**src/rtl/module3_mini.sv**
```systemverilog
// module3_mini: two-product coin vending transaction core.
// Accepts 5/10-unit coins one per clock, accumulates credit against the
// selected product's price, vends with change and tracks stock per product.
// Optional feature: define REFUND_EN so that an idle cycle (no coin) returns
// any accumulated credit on change and ends the transaction.
module module3_mini (
   input  logic       clk,
   input  logic       rst,
   input  logic [1:0] prod_name,
   input  logic [1:0] in,
   output logic [1:0] out,
   output logic [4:0] change,
   output logic [1:0] prod_count1,
   output logic [1:0] prod_count2
);

   localparam logic [4:0] PRICE1     = 5'd15;
   localparam logic [4:0] PRICE2     = 5'd20;
   localparam logic [1:0] INIT_STOCK = 2'd3;

   logic [4:0] credit_q, credit_d;
   logic [1:0] out_q, out_d;
   logic [4:0] change_q, change_d;
   logic [1:0] count1_q, count1_d;
   logic [1:0] count2_q, count2_d;

   logic [4:0] coin_val;
   logic [4:0] price;
   logic [4:0] sum;
   logic       coin_present;
   logic       prod_valid;
   logic       sold_out;

   // Decode coin value, selected price/stock and the running sum.
   // Credit stays <= 15 between coins, so credit+coin fits in 5 bits.
   always_comb begin
      coin_val     = 5'd0;
      coin_present = 1'b0;
      case (in)
         2'd1: begin coin_val = 5'd5;  coin_present = 1'b1; end
         2'd2: begin coin_val = 5'd10; coin_present = 1'b1; end
         default: begin coin_val = 5'd0; coin_present = 1'b0; end
      endcase
      prod_valid = (prod_name == 2'd1) || (prod_name == 2'd2);
      price      = (prod_name == 2'd2) ? PRICE2 : PRICE1;
      sold_out   = (prod_name == 2'd2) ? (count2_q == 2'd0) : (count1_q == 2'd0);
      sum        = credit_q + coin_val;
   end

   // Next-state rules, first match wins: idle, bad select, sold out,
   // vend, accumulate. out/change default to 0 so they pulse one cycle.
   always_comb begin
      credit_d = credit_q;
      out_d    = 2'd0;
      change_d = 5'd0;
      count1_d = count1_q;
      count2_d = count2_q;
      if (!coin_present) begin
`ifdef REFUND_EN
         if (credit_q != 5'd0) begin
            change_d = credit_q;
            credit_d = 5'd0;
         end
`endif
      end else if (!prod_valid || sold_out) begin
         // Coin is bounced straight back; accumulated credit is kept.
         change_d = coin_val;
      end else if (sum >= price) begin
         out_d    = prod_name;
         change_d = sum - price;
         credit_d = 5'd0;
         if (prod_name == 2'd1) count1_d = count1_q - 2'd1;
         else                   count2_d = count2_q - 2'd1;
      end else begin
         credit_d = sum;
      end
   end

   // State registers with asynchronous active-high reset.
   always_ff @(posedge clk or posedge rst) begin
      if (rst) begin
         credit_q <= 5'd0;
         out_q    <= 2'd0;
         change_q <= 5'd0;
         count1_q <= INIT_STOCK;
         count2_q <= INIT_STOCK;
      end else begin
         credit_q <= credit_d;
         out_q    <= out_d;
         change_q <= change_d;
         count1_q <= count1_d;
         count2_q <= count2_d;
      end
   end

   assign out         = out_q;
   assign change      = change_q;
   assign prod_count1 = count1_q;
   assign prod_count2 = count2_q;

endmodule

```
**config.mk**
```make
export PLATFORM = sky130hd
export DESIGN_NAME = module3_mini
export DESIGN_NICKNAME = d
export VERILOG_FILES = /design/src/rtl/module3_mini.sv
export SDC_FILE = /design/constraint.sdc
export NUM_CORES = 1
export LEC_CHECK = 0
export ABC_AREA = 1
export BUFFER_PORTS_ARGS = -buffer_cell sky130_fd_sc_hd__buf_2
export CORE_ASPECT_RATIO = 0.5
export CORE_UTILIZATION = 35
export DETAILED_ROUTE_END_ITERATION = 8
export GPL_TIMING_DRIVEN = 1
export HOLD_SLACK_MARGIN = 0.05
export MAX_ROUTING_LAYER = met4
export SKIP_CTS_REPAIR_TIMING = 1
export SLEW_MARGIN = 10
export SYNTH_ARGS = -nofsm -noshare
export SYNTH_HDL_FRONTEND = slang
export SYNTH_SLANG_ARGS = --single-unit
```
**constraint.sdc**
```tcl
create_clock -name clk -period 2.4 [get_ports clk]
set_input_delay 0.48 -clock clk [delete_from_list [all_inputs] [get_ports clk]]
set_output_delay 0.48 -clock clk [all_outputs]
set_load 0.1 [all_outputs]
```
==> impl_metrics.csv <==
group,metric,value,unit
sta,fin_crit_sh,99.8,%
cells_and_area,fill_cells,274,
place,gp_congestion,0.827,
power,vdd_ir_drop_max,0.000420,V
critical_path,crit_arrival,2570,ps
sta,setup_viol,0,
sta,min_period,2390,ps
clock_network,cts.sinks,16,
clock_network,cts_tree,"yes",
routing,avgViaCountPerCell,4.49,
clock_network,cts_buffers,3,
critical_path,crit_cells,18,
cells_and_area,diodes,0,
place,dpl-instance-area,0.00156,mm2
synthesis,synth_area,0.00123,mm2
sta,clock-skew-final,12.4,ps
cells_and_area,final_area,0.00176,mm2
synthesis,ys_seq_area_share,32.9,%
synthesis,syn_inst,154,
synthesis,synthFlopType,"dfrtp_1",
routing,num_vias,1073,
routing,dr.first_iter.drc_count,31,
critical_path,crit_path_start,"in[0]",
die,start_util,38.9,%
critical_path,crit_chain,"buf_12, inv_12, ha_4, xor2_4, ha_4, inv_2, nand2_2, nand2_2, a21boi_2, o21bai_1, nand2_2, ha_4, inv_2, nor2_4, nand4_4, nand3_4, nand2_1, a21oi_2",
synthesis,synth_top_area_share,24.4,%
critical_path,path_class,"input port to flip-flop",
sta,setup_slack,5.57,ps
routing,drtAntennaViolNets,0,
critical_path,start_kind,"input port",
global_route,grt.busiest_layer,"met2",
synthesis,yosysTopAreaCell,"dfrtp_1",
die,rows,14,
sta,tightest_slew,658,ps
global_route,grtUsageMet1,20.1,%
place,post-dp-hpwl,2030,um
global_route,antenna_found_initial,0,
global_route,grt_start_max_net_pins,17,
cells_and_area,final_layout_size_suffix_gt1_share,44.5,%
global_route,use_met2,24.6,%
power,leakage,0.932,nW
critical_path,cp_top_family,"simple AND/OR/NAND/NOR gates",
power,power,2.28,mW
power,power.density,1290,mW/mm2
synthesis,yosysMostFrequentCell,"nand2_1",
die,coreArea,0.00317,mm2
clock_network,insertion_delay,260,ps
sta,rsz0062_at_grt,"yes",
clock_network,clk_pin_slew,80,ps
die,die_w,85.9,um
cells_and_area,syn2layout_area_growth,43.0,%
outcome,status,"finished clean",
global_route,grt_pass1_vias,922,
synthesis,async_flop_share,100,%
flow_run,cap_viol_max_count,0,
global_route,grt_use_met3,4.57,%
sta,slew_headroom,56.1,%
hold_path,hold_path_class,"input port to asynchronous set/reset pin",
place,portBuffers,16,
die,die_h,44.0,um
clock_network,htreeDepth,1,
synthesis,yosys_warnings,0,
routing,wl_per_cell,11.2,um
sta,hold_violations,0,
routing,drc_errors,0,
critical_path,critPathBufInv,4,
critical_path,cpPeakStageDelay,300,ps
synthesis,synth_edf_count,0,
sta,clock.fmax,0.418,GHz
synthesis,synthTopCellsByCount,"nand2_1, inv_1, ha_1",
critical_path,rrSetupSlack,60,ps
routing,drt_wl_total,2670,um
global_route,grt_pass1_wl,4270,um
synthesis,synthTopCellsByArea,"dfrtp_1, ha_1, nand2_1",
critical_path,critPathRequiredTime,2580,ps
critical_path,r2r_end,"change[1]$_DFF_PP0_",
sta,slew_violations,0,
sta,fin_setup_tns,0,ps
critical_path,reg2reg_depth,15,
die,io_pins,17,
synthesis,synth_seq_cells,16,
critical_path,slowest_stage,"ha_4",
die,die-area,0.00378,mm2
clock_network,cts_buffer_depth,2,
place,post-place-ws,-429,ps
clock_network,cts-root-buf,"clkbuf_8",
synthesis,synth_nets,176,
routing,dr.pass1.iters,4,
sta,holdWs,296,ps
cells_and_area,fin_nets,214,
critical_path,setup.worst_path.end_class,"flip-flop",
critical_path,path_max_fanout,6,
synthesis,ys_types,25,
critical_path,r2r-start,"credit_q[1]$_DFFE_PP0P_",
global_route,grt_overflow,0,
global_route,grtUsageTotal,16.2,%
synthesis,avgSynthCellArea,8.00,um2
-- how the worst max path moves through the flow --
stage / endpoint / slack (ps)
floorplan: change[2]$_DFF_PP0_ / -70
global placement: credit_q[3]$_DFFE_PP0P_ / -380
detailed placement: credit_q[3]$_DFFE_PP0P_ / -430
CTS: credit_q[3]$_DFFE_PP0P_ / -160
global route: prod_count2[1]$_DFFE_PP1P_ / -80
finish: change[1]$_DFF_PP0_ / 6
-- cells in the final DEF, fill, tap and decap left out, types with 2 or more instances in the layout --
master,synthesis,final
nand2_1,49,44
inv_1,25,20
buf_4,0,18
buf_2,0,14
dfrtp_1,12,12
nand2_2,6,11
ha_1,15,8
inv_2,4,7
nand3_1,7,7
ha_4,0,6
clkbuf_8,0,4
dfstp_2,4,4
nor2_8,3,3
nor2_1,5,3
a21oi_1,7,3
a21oi_2,0,3
nor2_4,1,2
nand3_4,0,2
nand3b_1,2,2
-- power breakdown --
group | switching (mW) | internal (mW) | leakage (nW)
combinational | 1.02 | 0.555 | 0.701
clock | 0.106 | 0.146 | 0.0288
sequential | 0.0695 | 0.381 | 0.202
-- area by class of cell --
type	count	area, um2	area share (%)
clock buffer	4	55.1	3.12
multi-input combinational	108	882	50.0
tap	48	60.1	3.41
inverter	29	124	7.03
timing repair buffer	34	236	13.4
sequential	16	405	23.0
-- flip-flops by register name (all words and copies together) (netlist names) --
| signal | count |
|---|---|
| change | 5 |
| credit_q | 5 |
| out | 2 |
| prod_count1 | 2 |
| prod_count2 | 2 |
-- routing by layer --
metal  vias up  wire [um]
met5         -          0
met3         5         99
met2        17       1160
met1       500       1360
li1        551          -
met4         0         54
-- cell families (layout without fill, tap and decap cells) --
kind of cell | Yosys count | after routing | synth area share, %
DFF | 16 | 16 | 32.9
buffers and inverters | 31 | 67 | 10.7
adders and majority gates | 16 | 16 | 16.9
and+or+nand+nor | 77 | 78 | 32.2
AOI/OAI and AO/OA | 11 | 11 | 5.28
xor gates and xnor gates | 3 | 3 | 2.13
-- metrics by stage --
stage | std cells | util [%]
6_report | 239 | 55.6
5_1_grt | 239 | 55.6
4_1_cts | 235 | 51.1
3_5_place_dp | 231 | 49.3
3_3_place_gp | 231 | 49.3
2_1_floorplan | 154 | -
Note: power is estimated with default switching activity, not from simulation.
